### config.mk
export PLATFORM = sky130hd
export DESIGN_NAME = mc_ctrl_fsm
export DESIGN_NICKNAME = d
export VERILOG_FILES = /design/src/rtl/mc_ctrl_fsm.sv
export SDC_FILE = /design/constraint.sdc
export NUM_CORES = 1
export LEC_CHECK = 0
export ABC_AREA = 1
export CAP_MARGIN = 20
export CORE_ASPECT_RATIO = 0.6
export CORE_MARGIN = 3
export CORE_UTILIZATION = 39
export CTS_CLUSTER_DIAMETER = 120
export DETAILED_ROUTE_END_ITERATION = 10
export GPL_TIMING_DRIVEN = 0
export PLACE_DENSITY = 0.87
export SKIP_LAST_GASP = 1
export SYNTH_ARGS = -nofsm -noshare
export SYNTH_HDL_FRONTEND = slang
export SYNTH_SLANG_ARGS = --single-unit
### constraint.sdc
create_clock -name Clk -period 1.4 [get_ports Clk]
set_input_delay 0.14 -clock Clk [delete_from_list [all_inputs] [get_ports Clk]]
set_output_delay 0.14 -clock Clk [all_outputs]
set_load 0.005 [all_outputs]
### src/rtl/mc_ctrl_fsm.sv
// rtl/mc_ctrl_fsm.sv - multi-cycle control FSM with instruction register for the 16-bit RISC core
// Outputs decode combinationally from the registered state; Instr loads on a completed fetch.
module mc_ctrl_fsm (
    input  logic        Clk,
    input  logic        Rst_n,
    input  logic        Mem_Ready,
    input  logic [15:0] Mem_Rdata,
    input  logic        Zero,
    output logic [15:0] Instr,
    output logic [1:0]  Imm_Sel,
    output logic        Mem_Req,
    output logic        Mem_We,
    output logic        IorD,
    output logic        IR_Write,
    output logic        PC_Write,
    output logic        Reg_Write,
    output logic        MemtoReg,
    output logic        ALU_SrcA,
    output logic [1:0]  ALU_SrcB,
    output logic [1:0]  ALU_Op,
    output logic [1:0]  PC_Src,
    output logic        Halted,
    output logic        Illegal,
    output logic [3:0]  State
);

    typedef enum logic [3:0] {
        S_FETCH    = 4'd0,
        S_DECODE   = 4'd1,
        S_EXEC_R   = 4'd2,
        S_EXEC_I   = 4'd3,
        S_MEM_ADDR = 4'd4,
        S_MEM_RD   = 4'd5,
        S_MEM_WR   = 4'd6,
        S_WB_ALU   = 4'd7,
        S_WB_MEM   = 4'd8,
        S_BRANCH   = 4'd9,
        S_JUMP     = 4'd10,
        S_HALT     = 4'd11,
        S_ILLEGAL  = 4'd12
    } state_t;

    localparam logic [3:0] OP_RTYPE = 4'b0000;
    localparam logic [3:0] OP_ADDI  = 4'b0001;
    localparam logic [3:0] OP_LW    = 4'b0010;
    localparam logic [3:0] OP_SW    = 4'b0011;
    localparam logic [3:0] OP_BEQ   = 4'b0100;
    localparam logic [3:0] OP_JMP   = 4'b0101;
    localparam logic [3:0] OP_HALT  = 4'b1111;

    state_t      state_q, state_d;
    logic [15:0] instr_q, instr_d;
    logic [3:0]  opcode;
    logic        mem_req_s;
    logic        mem_we_s;

    assign opcode = instr_q[15:12];

    always_comb begin
        state_d = state_q;
        instr_d = instr_q;
        case (state_q)
            S_FETCH: begin
                if (Mem_Ready) begin
                    instr_d = Mem_Rdata;
                    state_d = S_DECODE;
                end
            end
            S_DECODE: begin
                case (opcode)
                    OP_RTYPE:      state_d = S_EXEC_R;
                    OP_ADDI:       state_d = S_EXEC_I;
                    OP_LW, OP_SW:  state_d = S_MEM_ADDR;
                    OP_BEQ:        state_d = S_BRANCH;
                    OP_JMP:        state_d = S_JUMP;
                    OP_HALT:       state_d = S_HALT;
                    default:       state_d = S_ILLEGAL;
                endcase
            end
            S_EXEC_R, S_EXEC_I: state_d = S_WB_ALU;
            S_MEM_ADDR: state_d = (opcode == OP_LW) ? S_MEM_RD : S_MEM_WR;
            S_MEM_RD: begin
                if (Mem_Ready) state_d = S_WB_MEM;
            end
            S_MEM_WR: begin
                if (Mem_Ready) state_d = S_FETCH;
            end
            S_WB_ALU, S_WB_MEM, S_BRANCH, S_JUMP: state_d = S_FETCH;
            S_HALT:    state_d = S_HALT;
            S_ILLEGAL: state_d = S_ILLEGAL;
            default:   state_d = S_ILLEGAL;
        endcase
    end

    always_ff @(posedge Clk or negedge Rst_n) begin
        if (!Rst_n) begin
            state_q <= S_FETCH;
            instr_q <= 16'h0000;
        end else begin
            state_q <= state_d;
            instr_q <= instr_d;
        end
    end

    always_comb begin
        mem_req_s = 1'b0;
        mem_we_s  = 1'b0;
        IorD      = 1'b0;
        IR_Write  = 1'b0;
        PC_Write  = 1'b0;
        Reg_Write = 1'b0;
        MemtoReg  = 1'b0;
        ALU_SrcA  = 1'b0;
        ALU_SrcB  = 2'b00;
        ALU_Op    = 2'b00;
        PC_Src    = 2'b00;
        Imm_Sel   = 2'b00;
        Halted    = 1'b0;
        Illegal   = 1'b0;
        case (state_q)
            S_FETCH: begin
                mem_req_s = 1'b1;
                ALU_SrcB  = 2'b01;
                IR_Write  = Mem_Ready;
                PC_Write  = Mem_Ready;
            end
            // Speculatively forms PC + branch offset while the opcode is decoded.
            S_DECODE: begin
                ALU_SrcB = 2'b11;
                Imm_Sel  = 2'b10;
            end
            S_EXEC_R: begin
                ALU_SrcA = 1'b1;
                ALU_Op   = 2'b10;
            end
            S_EXEC_I: begin
                ALU_SrcA = 1'b1;
                ALU_SrcB = 2'b11;
            end
            S_MEM_ADDR: begin
                ALU_SrcA = 1'b1;
                ALU_SrcB = 2'b11;
                Imm_Sel  = 2'b01;
            end
            S_MEM_RD: begin
                mem_req_s = 1'b1;
                IorD      = 1'b1;
            end
            S_MEM_WR: begin
                mem_req_s = 1'b1;
                mem_we_s  = 1'b1;
                IorD      = 1'b1;
            end
            S_WB_ALU: Reg_Write = 1'b1;
            S_WB_MEM: begin
                Reg_Write = 1'b1;
                MemtoReg  = 1'b1;
            end
            S_BRANCH: begin
                ALU_SrcA = 1'b1;
                ALU_Op   = 2'b01;
                PC_Src   = 2'b01;
                PC_Write = Zero;
            end
            S_JUMP: begin
                Imm_Sel  = 2'b11;
                PC_Src   = 2'b10;
                PC_Write = 1'b1;
            end
            S_HALT:    Halted  = 1'b1;
            S_ILLEGAL: Illegal = 1'b1;
            default: ;
        endcase
    end

    // A request must vanish as soon as reset asserts, even though reset parks us in FETCH.
    assign Mem_Req = mem_req_s & Rst_n;
    assign Mem_We  = mem_we_s & Rst_n;
    assign Instr   = instr_q;
    assign State   = state_q;

endmodule

==> results summary, run 1 <==
The number of DRC markers after the initial detailed-route iteration came out at 276. The global-route wire length before repair came out at ~7100 µm. Counting every net in the synthesized netlist gives about 180. The endpoint required time on the critical path came out at approximately 1.3 ns. The flow ran to the end, but the final reports show violations.

Once layout is done, the placed cells without fillers occupy 2295 µm². The total iterations of the first detailed-routing run is 5. The worst stage delay on the critical path came out at ~0.47 ns.

For this block, the routed nets add up to roughly 5800 µm of wire. The storage element area came out at 509.2 µm². The slew of the pin with the lowest slew margin came out at 0.9431 ns.

Of the cells placed in the final design, the portion with a size suffix greater than 1 is a little over two fifths. The register area share after synthesis is between 40 and 50%. Leaving out fill and tap cells, the most frequent cell in the layout is nand2_1.

The clock insertion delay at the later pin of the skew report is between 0.2 and 0.3 ns. After layout, the worst setup slack is -0.2943 ns. The number of endpoints with negative hold slack in the final report was 0. The placeable core region is about 2600 µm².

The final number of setup-violating endpoints came out at 24. The die is ~75 µm wide. The standard-cell row count came out at 14. The clock transition at the registers of the reported paths came out at 0.08 ns. The H-tree depth reported by CTS is 1. The number of antenna violations at the first check in global routing was 0. The Yosys step of the flow raised 0 warnings.

The share of the clock period used by the worst path came out at 121.0%. STA classifies the critical path endpoint as an output port. The synthesized netlist cell count came out at around 160.

Summed over all failing endpoints, the final setup total negative slack is -3.327 ns. The shortest clock period the worst path allows after layout came out at ~1.7 ns. For this run, the total global-route usage over all layers was measured as approximately 28%. The vertical extent of the die is about 47 µm.

The count of flip-flops with a built-in enable after synthesis is 0. The final route contains 1696 vias. The worst slack after detailed placement is -0.8219 ns. After detailed placement, the design holds a cell count of between 200 and 250.

Data arrives at the worst endpoint at between 1.5 and 2 ns. The leakage power figure came out at 1.163 nW. The slowest cell on the critical path is dfrtp_2.

The kind of path behind the tightest hold check is in -> async. The total CTS buffers came out at 3. The number of remaining DRC errors came out at 0. In this run, the combinational gates consume about two thirds of the power. The critical path in this run is classified as reg -> out.

The multi-input combinational cells in the finished layout cover a total of 655.6 µm². The routed wire length per instance came out at 20.14 µm. The placed standard-cell area is between 1500 and 2000 µm².

The worst slew margin relative to its limit came out at a little under two fifths. The port buffer count is 57. Internal power comes to between 3 and 4 mW. The checks that failed: setup timing.

The placer's final routability congestion estimate is 0.8660. TritonCTS built the clock tree. In the layout the commonest cells are nand2_1 (48), clkdlybuf4s50_1 (35), buf_6 (23), buf_4 (20), dfrtp_1 (13). In the synthesized netlist the dominant register cell turns out to be dfrtp_1.

The per-cell via count in the routed design is ~5.9. The maximum number of pins on one net before global-route repair is 21. The worst setup path is launched from a flip-flop.

In this run the power density over the cells is 2466 nW/µm². The starting utilization of the core area is a little over two fifths. The maximum fanout count along the critical path is 4.

The proportion of power drawn by the clock network is between 10% and 20%. The average instance area after synthesis is 7.146 µm². The CTS root buffer is clkbuf_8. The peak ir drop on the vdd network came out at 1.291 mV. The die covers 3557 µm².

On the final layout, the worst clock skew is about 0.0032 ns. Compared with the post-synthesis result, the final layout area differs by 105.8%. The post-route non-filler standard cell count is roughly 290. The switching part of the total is between 40% and 50%. The sequential group share of total power came out at a little over a fifth. The final antenna diode count is 0.

Setup repair after global routing could not meet its margin everywhere. The timing-limited maximum frequency came out at between 500 and 600 MHz. The maximum count of clock buffers along a single path is 2. Hold is met by around 0.33 ns. The cell area that synthesis handed to floorplanning was 1115 µm². The number of nets still failing antenna checks after routing is 0. For this run the aggregate overflow at the end of global routing stands at 0. The number of synthesized register bits came out at 20. By instance count, the cell type seen most on the critical path is nor2_4.

The number of library cell types mapped by synthesis is 21. Detailed placement finished with a half-perimeter wire length of ~2400 µm. The final number of max-transition violations came out at 0. The number of global-route vias before repair came out at 1407. For this run, the post-layout net count is 277. For this design the total switching power over the nets is about 2.4 mW. The clock net in this run drives a total of 20 sinks. The fraction of registers with async set or reset after synthesis is 100.0%.

The I/O pin count came out at between 50 and 60. Walking the worst path, the cells encountered are nor2_4 -> buf_6 -> inv_2 -> nor2_2 -> nor2_4 -> o21ai_1 -> buf_2. The number of max-cap violations is 0.

The layout filler cell count came out at between 100 and 150.
[worst paths after layout]
kind,startpoint,end,slack (ns),cells past startpoint
max reg2reg,State[1]$_DFFE_PN0P_,State[0]$_DFFE_PN0P_,-0.18,10
min reg2reg,Instr[10]$_DFFE_PN0P_,Instr[10]$_DFFE_PN0P_,0.48,2
min,Rst_n,Instr[13]$_DFFE_PN0P_,0.33,2
max in group asynchronous,Rst_n,State[2]$_DFFE_PN0P_,0.44,2
max,State[3]$_DFFE_PN0P_,ALU_SrcA,-0.29,7
min in group Clk,Mem_Rdata[0],Instr[0]$_DFFE_PN0P_,0.41,3
[synthesized netlist by cell type, types with 2 or more instances]
cell     number  share of area [%]
o21ai_0      18                8.1
nand3_1       5                2.2
a21oi_1       2               0.90
nand2_1      58                 20
nor2_1       20                6.7
dfrtp_1      20                 45
buf_4         2                1.3
nor2_2        3                1.7
nor2_4        2                2.0
inv_1        15                5.1
[cells by family (layout without fill, tap and decap cells)]
group	count (synthesis)	count (layout)	share of synthesized area (%)
simple gates	91	91	34.68
flops	20	20	44.89
compound gates	24	24	11.90
buf+inv	21	121	8.528
[area by class of cell]
class,count,share of cell area [%]
Sequential cell,20,22.19
Clock buffer,3,1.799
Timing Repair Buffer,100,41.00
Buffer,1,0.2181
Multi-Input combinational cell,115,28.57
Inverter,16,3.162
Clock inverter,1,1.309
Tap cell,32,1.745
[flip-flops by register name (all words and copies together) (netlist names)]
register	flops
State	4
Instr	16
[routing by layer]
| metal | vias to the layer above | GRT usage (%) | part of all wire, % |
|---|---|---|---|
| met5 | - | 0 | 0 |
| li1 | 682 | - | - |
| met2 | 166 | 42.04 | 41 |
| met1 | 787 | 34.80 | 38 |
| met3 | 61 | 10.48 | 13 |
| met4 | 0 | 14.18 | 7.5 |
[stage by stage]
step / util (%) / power [mW]
after global routing: 87.92 / 5.867
after floorplan: - / 2.096
after CTS: 83.94 / 4.905
after detailed placement: 66.11 / 3.328
after global placement: 66.11 / 3.266
final: 87.92 / 5.659
[what timing repair did]
| action | CTS | global route |
|---|---|---|
| setup buffers | 35 | 11 |
| pin swaps | 17 | 19 |
| setup endpoints to repair | 21 | 64 |
| hold buffers | 1 | 0 |
| gates resized for setup | 113 | 59 |
| endpoints found under the hold margin | 20 | 0 |
[critical path: cells and delay by family, from the launching register on]
kind | cells | cell delay, ns
AND/OR/NAND/NOR | 3 | 0.41
AO/OA/AOI/OAI | 1 | 0.07
buffers and inverters | 3 | 0.32
flip-flops | 1 | 0.47
[power groups by stage]
stage,Combinational [mW],Clock [mW],Sequential (mW)
final,3.88,0.600,1.18
after global routing,4.05,0.621,1.20
after CTS,3.20,0.583,1.12
after detailed placement,2.23,0,1.09
after global placement,2.19,0,1.08
after floorplan,1.01,0,1.08
Note: power is estimated with default switching activity, not from simulation.
==> run 2, diff against run 1 <==
--- a/config.mk
+++ b/config.mk
@@ -8,7 +8,6 @@
 export ABC_AREA = 1
 export CAP_MARGIN = 20
 export CORE_ASPECT_RATIO = 0.6
-export CORE_MARGIN = 3
 export CORE_UTILIZATION = 39
 export CTS_CLUSTER_DIAMETER = 120
 export DETAILED_ROUTE_END_ITERATION = 10
==> results summary, run 2 (same netlist as run 1, synthesis figures left out) <==
At the end of the flow, the number of nets in the layout was around 270. The count of placed standard cells including taps is between 200 and 250. The number of endpoints with negative hold slack in the final report is 0. The type of element capturing the critical path is an output port.

The final layout contains routed wiring with a total length of around 4700 µm. The per-cell via count in the routed design came out at between 5 and 6. Leaving out fill and tap cells, the most frequent cells in the layout are nand2_1 (52), clkdlybuf4s50_1 (34), buf_6 (18), dfrtp_1 (16). The maximum count of clock buffers along a single path is 2. The overflow left after global routing is 0. The share of post-route cells with drive strength above 1 came out at a little under two fifths. The setup path with the least slack is of type reg -> out. The worst slew margin relative to its limit came out at 40.73%. The HPWL after detailed placement is 2291 µm.

Derived from the worst setup path, the maximum achievable clock frequency is around 600 MHz. The clock reaches the later pin of the worst-skew pair after 0.26 ns. The number of global-route vias before repair is roughly 1400. For the worst setup path, the data required time is roughly 1.3 ns. The share of the clock period used by the worst path came out at 119.1%. The H-tree depth reported by CTS came out at 1. The final number of max-transition violations was 0.

The vertical extent of the die came out at ~43 µm. The number of antenna violations at the first check in global routing came out at 0. The placer's final routability congestion estimate came out at between 0.8 and 0.9.

The clock sink count is 20. The area growth from synthesis to layout came out at 93.15%. The final clock skew came out at slightly above 0.002 ns. The final cell utilization of the core came out at between 80% and 90%. Leaving out fill and tap cells, the most frequent cell in the layout is nand2_1.

Setup violations remaining at the end of the flow were counted as 22. The peak ir drop on the vdd network came out at 1.151 mV. The placeable core region is 2610 µm². The slew of the pin with the lowest slew margin came out at 0.8890 ns. The worst setup slack after layout came out at -0.2679 ns. The finished cells cover roughly 2200 µm². Before antenna repair, the detailed router went through 7 iterations.

The tightest min-delay check is of the in -> async type. TritonCTS built the clock tree. The count of nets left with antenna violations once routing finished came out at 0. The post-route non-filler standard cell count came out at approximately 280.

The routed layout has approximately 1500 vias. In this run the count of I/O pins placed on the die edge is 58. The first global-routing pass estimated roughly 6800 µm of wire.

Entering global routing, the biggest net connects 21 pins. After detailed routing, the number of remaining DRC violations is 5. After detailed placement, the total cell area comes to about 1700 µm².

The shortest clock period the worst path allows after layout is 1.668 ns. The number of max-cap violations is 0. The worst setup path is launched from a flip-flop. The leakage power figure came out at ~1.1 nW. The die outline width came out at roughly 70 µm. The CTS root buffer is clkbuf_8. Dividing the detail-routed wire length by the instance count gives around 17 µm.

The clock transition at the registers of the reported paths came out at approximately 0.070 ns. The starting utilization of the core area came out at 42.71%. The die covers roughly 3100 µm². The arrival time at the worst endpoint is between 1.5 and 2 ns. The power per cell area is 2318 nW/µm². The run finished, with violations left. The total CTS buffers is 3.

The worst slack after detailed placement came out at -0.8504 ns. The overall track demand over capacity in global routing is approximately 30%. The count of buffers added on input and output ports is between 50 and 60. The register with the most flip-flops in the layout has 16 of them.

The standard-cell row count came out at 14. Setup repair after global routing could not meet its margin everywhere. The checks that failed: DRC, setup timing. The number of DRC markers after the initial detailed-route iteration came out at around 140. The repair_antennas step left the layout with diodes totalling 0. The maximum fanout count along the critical path is 4.
-- run 2: worst paths after layout --
path | from | end | slack (ns) | cells after the start
worst max-delay path | State[3]$_DFFE_PN0P_ | Mem_Req | -0.27 | 8
worst min-delay path | Rst_n | Instr[1]$_DFFE_PN0P_ | 0.30 | 2
worst max register to register | State[3]$_DFFE_PN0P_ | State[3]$_DFFE_PN0P_ | -0.18 | 9
worst min register to register | Instr[0]$_DFFE_PN0P_ | Instr[0]$_DFFE_PN0P_ | 0.50 | 2
max in group asynchronous | Rst_n | State[1]$_DFFE_PN0P_ | 0.49 | 2
min in group Clk | Mem_Rdata[1] | Instr[1]$_DFFE_PN0P_ | 0.41 | 3
-- run 2: through the flow --
step           power, mW  setup TNS, ns  hold slack (ns)
2_1_floorplan      2.096              0          -0.1556
3_3_place_gp       3.253         -5.894           0.4785
3_5_place_dp       3.314         -6.783           0.4851
4_1_cts            4.511         -2.197           0.4128
5_1_grt            5.254         -4.283           0.3820
6_report           4.992         -3.034           0.3023
-- run 2: repair_timing --
item | in CTS | in global routing
setup endpoints to repair | 21 | 44
gates resized for setup | 119 | 34
setup buffers | 29 | 6
pin swaps | 14 | 17
hold buffers | 1 | 0
hold endpoints to repair | 20 | 0
gates cloned | 0 | 0
-- run 2: cell type report --
class | instances | area [µm²]
Multi-Input combinational cell | 115 | 659.4
Tap cell | 32 | 40.04
Fill cell | 159 | 456.7
Clock buffer | 3 | 41.29
Inverter | 16 | 76.32
Timing Repair Buffer | 89 | 814.5
Buffer | 2 | 16.27
Sequential cell | 20 | 505.5
-- run 2: per-layer routing --
layer  vias to the layer above  routed length, µm  part of all wire (%)  global-route usage, %
li1                        670                  -                     -                      -
met1                       654               1816                    38                  37.99
met2                       118               2195                    46                  48.85
met3                        24                546                    12                  9.070
met4                         0                170                   3.6                  11.60
met5                         -                  0                     0                      0
-- run 2: critical path, cell delays in order (launching register included) --
cell and delay, ns:
dfrtp_2 0.47, buf_12 0.15, nor2_4 0.16, buf_6 0.14, nand2_4 0.06, nand3_2 0.08, nand2_1 0.05, inv_1 0.04
buf_2 0.11
-- run 2: power by group --
group	leakage [nW]	total (mW)	switching, mW	internal [mW]
logic	0.858	3.48	1.73	1.75
registers	0.246	1.14	0.281	0.858
clock network	0.0216	0.375	0.183	0.192
==> run 3, diff against run 2 <==
--- a/config.mk
+++ b/config.mk
@@ -12,7 +12,7 @@
 export CTS_CLUSTER_DIAMETER = 120
 export DETAILED_ROUTE_END_ITERATION = 10
 export GPL_TIMING_DRIVEN = 0
-export PLACE_DENSITY = 0.87
+export PLACE_DENSITY_LB_ADDON = 0.3
 export SKIP_LAST_GASP = 1
 export SYNTH_ARGS = -nofsm -noshare
 export SYNTH_HDL_FRONTEND = slang
==> results summary, run 3 <==
The die outline width is 71.03 µm. The number of warnings issued by yosys came out at 0. In this run, CTS created clock tree buffers numbering 3. The mapped netlist covers about 1100 µm².

Global routing used around 70% of the available tracks across all layers. The maximum number of pins on one net before global-route repair came out at 21. The count of flip-flops with a built-in enable after synthesis is 0. For this run, the leading register cell type out of synthesis is dfrtp_1. The initialized floorplan defines 14 standard-cell rows. Progress stopped at 5_1_grt. The register area share after synthesis came out at between 40% and 50%. After the last repair the worst path ends at an output port. dfrtp_1 takes more of the synthesized area than any other cell. The placer's final routability congestion estimate came out at approximately 0.85. Yosys attributes the largest share of cell area to dfrtp_1 (45%), nand2_1 (20%), o21ai_0 (8.1%). For this design, the sink count on the clock tree is 20. The port buffer count is 57.

Among all cell types in the netlist, the one instantiated most often is nand2_1. The starting utilization of the core area came out at between 40% and 50%. Synthesis produced a netlist with a net count of roughly 180. The number of library cell types mapped by synthesis came out at 21. The synthesized netlist cell count is 156. The share of synthesized area in the top cell type comes to between 40% and 50%. The final HPWL from detailed placement came out at between 2000 and 2500 µm. CTS placed an instance of clkbuf_8 at the clock tree root. In this run the number of H-tree levels came out at 1.

The end pin of the worst setup path after global-route repair is ALU_SrcB[0]. The vertical extent of the die is 43.42 µm. The synthesized design contains 20 register bits.

The run stopped with a tool error. The maximum count of clock buffers along a single path came out at 2. The first error in the log reads "[ERROR GRT-0232] Routing congestion too high. Check the congestion heatmap in the GUI". By count the netlist is led by nand2_1 (58), dfrtp_1 (20), nor2_1 (20), o21ai_0 (18), inv_1 (15). The overflow left after global routing is 16.

The fraction of registers with async set or reset after synthesis came out at 100.0%. The average instance area after synthesis came out at roughly 7 µm². Pin placement for this block handled 58 I/O pins.
## run 3: cell counts after synthesis
No cell type changed its count.
## run 3: kinds of logic after synthesis
kind of cell	share of synthesized area, %
flip-flops	44.89
AND/OR/NAND/NOR	34.68
AO/OA/AOI/OAI	11.90
buffers and inverters	8.528
## run 3: timing repair
item | CTS
buffers inserted | 37
pin swaps | 19
hold buffers | 1
gates resized for setup | 118
hold endpoints to repair | 20
endpoints found under the setup margin | 20
## run 3: layer usage
metal / GRT usage [%] / overflow
met1: 74.29 / 0
met2: 87.69 / 8
met3: 49.30 / 0
met4: 72.80 / 8
met5: 0 / 0
## run 3: stage by stage
stage          util [%]  area, µm²  worst slack, ns  setup TNS, ns  instances
2_1_floorplan         -       1115           0.2029              0        156
3_3_place_gp      66.11       1725          -0.7365         -5.914        245
3_5_place_dp      66.11       1725          -0.7573         -6.483        245
4_1_cts           83.89       2190          -0.2504         -3.774        286
==> run 4, diff against run 3 <==
--- a/config.mk
+++ b/config.mk
@@ -7,12 +7,11 @@
 export LEC_CHECK = 0
 export ABC_AREA = 1
 export CAP_MARGIN = 20
-export CORE_ASPECT_RATIO = 0.6
-export CORE_UTILIZATION = 39
-export CTS_CLUSTER_DIAMETER = 120
+export CORE_AREA = 2 2 63 65
 export DETAILED_ROUTE_END_ITERATION = 10
+export DIE_AREA = 0 0 65 67
 export GPL_TIMING_DRIVEN = 0
-export PLACE_DENSITY_LB_ADDON = 0.3
+export PLACE_DENSITY_LB_ADDON = 0.15
 export SKIP_LAST_GASP = 1
 export SYNTH_ARGS = -nofsm -noshare
 export SYNTH_HDL_FRONTEND = slang
==> results summary, run 4 (same netlist as run 1, synthesis figures left out) <==
The floorplan die area came out at 4355 µm². After the first detailed-routing iteration, the DRC count stood at 27. Setup repair after global routing could not meet its margin everywhere. The timing-limited maximum frequency is around 630 MHz. The arrival time at the worst endpoint is between 1 and 1.5 ns. The routed design has about 4000 µm of wire.

Per report_power, the sequential group accounts for roughly 22% of the total. The worst setup slack after layout is -0.1871 ns. After detailed routing, the number of remaining DRC violations is 0.

TritonCTS built the clock tree. The area growth from synthesis to layout came out at 107.9%. The critical path launch point type is a flip-flop. The share of the clock period used by the worst path is 113.4%. The final design area excluding fillers came out at approximately 2300 µm². After floorplanning, the core was sized to cover approximately 3600 µm². The final number of max-transition violations is 0. The summed negative setup slack over all endpoints is -2.761 ns. Routability-driven placement finished with a final weighted congestion of ~0.85. The flow ran to the end, but the final reports show violations.

The number of antenna violations at the first check in global routing came out at 0. The count of placed standard cells including taps came out at about 260. The floorplan has 22 rows. The maximum number of pins on one net before global-route repair is 23. The final reports fail on hold timing, setup timing.

The maximum fanout count along the critical path is 5. The peak ir drop on the vdd network is between 0.9 and 1 mV. The later pin in the worst-skew pair is clocked with a latency of 0.25 ns. For the final database, setup skew stands at ~0.0047 ns. The internal power of the cells totals roughly 3 mW.

The CTS root buffer is clkbuf_8. The die outline width came out at around 65 µm. The count of buffers added on input and output ports is 57. The total CTS buffers is 3. The routed wire length per instance is about 14 µm. Final hold analysis gives a worst-case slack of -0.04000 ns.

The reported net switching power came out at approximately 2.2 mW. For this design the ratio of total power to cell area is about 2200 nW/µm². The endpoint required time on the critical path is roughly 1.3 ns. The clock transition at the registers of the reported paths is around 0.070 ns. The total number of nets in the final design came out at approximately 270.

The number of max-cap violations came out at 0. The vertical extent of the die is ~67 µm. The number of endpoints with negative hold slack in the final report came out at 20.

The number of global-route vias before repair is approximately 1400. CTS built an H-tree with a depth of 1. The final antenna diode count came out at 0. The worst hold path belongs to the class in -> async. The placed instances occupy a cell area of 1745 µm². The starting utilization of the core area is a little under a third. Of the cells placed in the final design, the portion with a size suffix greater than 1 is between 40 and 50%. Leaving out fill and tap cells, the most frequent cell in the layout is nand2_1.

The global-route wire length before repair is about 6400 µm. The flip-flop count of the largest register, all copies and words added came out at 16. After detailed routing, the number of vias per cell comes to ~4.6. The clock net in this run drives a total of 20 sinks. The total number of vias came out at around 1400. The switching part of the total is 41.45%. The leakage power figure came out at ~1.2 nW.

The total power draw is between 5 and 6 mW. The combinational share of power came out at ~70%. The proportion of power drawn by the clock network came out at about 7.1%. The I/O pin count came out at a little under 60.

The worst slew margin relative to its limit came out at 62.49%. Leaving out fill and tap cells, the most frequent cells in the layout are nand2_1 (47), clkdlybuf4s50_1 (34), buf_4 (18), buf_6 (17), dfrtp_1 (15). The worst setup path is of the reg -> out kind. The overall track demand over capacity in global routing is 19.21%. The final number of setup-violating endpoints is 28. The shortest clock period the worst path allows after layout came out at about 1.6 ns. The final HPWL from detailed placement is around 2400 µm. The number of nets still failing antenna checks after routing came out at 0. The maximum count of clock buffers along a single path is 2. The final cell utilization of the core came out at around 64%. The overflow left after global routing is 0. The total iterations of the first detailed-routing run is 4. The worst slack after detailed placement came out at -0.8481 ns. The post-route non-filler standard cell count came out at just under 300. For the pin with the worst max-slew slack, the measured transition is roughly 0.56 ns. STA classifies the critical path endpoint as an output port.
run 4: per-layer routing:
layer / track usage, % / wire length [µm]
met2: 37.11 / 2193
met5: 0 / 0
met1: 21.38 / 1659
met3: 4.223 / 234
met4: 3.989 / 28
run 4: layout make-up:
| cell class | count | area [µm²] |
|---|---|---|
| Clock buffer | 3 | 41.29 |
| Timing Repair Buffer | 93 | 882.1 |
| Tap cell | 48 | 60.06 |
| Buffer | 3 | 27.53 |
| Multi-Input combinational cell | 115 | 723.2 |
| Inverter | 16 | 76.32 |
| Sequential cell | 20 | 506.7 |
| Fill cell | 314 | 1289 |
run 4: what timing repair did:
item | in CTS | in global routing
pin swaps | 16 | 19
gates resized for setup | 113 | 63
buffers inserted | 27 | 10
cloned | 0 | 1
hold endpoints to repair | 20 | 0
endpoints found under the setup margin | 20 | 42
run 4: power by group through the flow:
| stage | sequential, mW | clock, mW | combinational, mW |
|---|---|---|---|
| 2_1_floorplan | 1.08 | 0 | 1.01 |
| 3_3_place_gp | 1.08 | 0 | 2.19 |
| 3_5_place_dp | 1.08 | 0 | 2.23 |
| 4_1_cts | 1.11 | 0.386 | 3.10 |
| 5_1_grt | 1.17 | 0.412 | 3.97 |
| 6_report | 1.13 | 0.371 | 3.70 |
run 4: path summary, 6_finish.rpt:
| check | startpoint | endpoint | slack [ns] | cells after the start |
|---|---|---|---|---|
| hold reg to reg | Instr[8]$_DFFE_PN0P_ | Instr[8]$_DFFE_PN0P_ | 0.48 | 2 |
| max in group asynchronous | Rst_n | State[1]$_DFFE_PN0P_ | 1.03 | 1 |
| min in group Clk | Mem_Rdata[15] | Instr[15]$_DFFE_PN0P_ | 0.41 | 3 |
| hold / removal | Rst_n | Instr[11]$_DFFE_PN0P_ | -0.04 | 1 |
| setup / recovery | State[2]$_DFFE_PN0P_ | Mem_We | -0.19 | 6 |
| setup reg to reg | State[3]$_DFFE_PN0P_ | Instr[15]$_DFFE_PN0P_ | -0.12 | 8 |
run 4: critical path, cell delays in order, from the launching register on:
cell and delay, ns:
dfrtp_2 0.44, inv_4 0.06, nor2_4 0.16, buf_12 0.15, nand2_8 0.06, nor2_1 0.07
dlygate4sd2_1 0.26
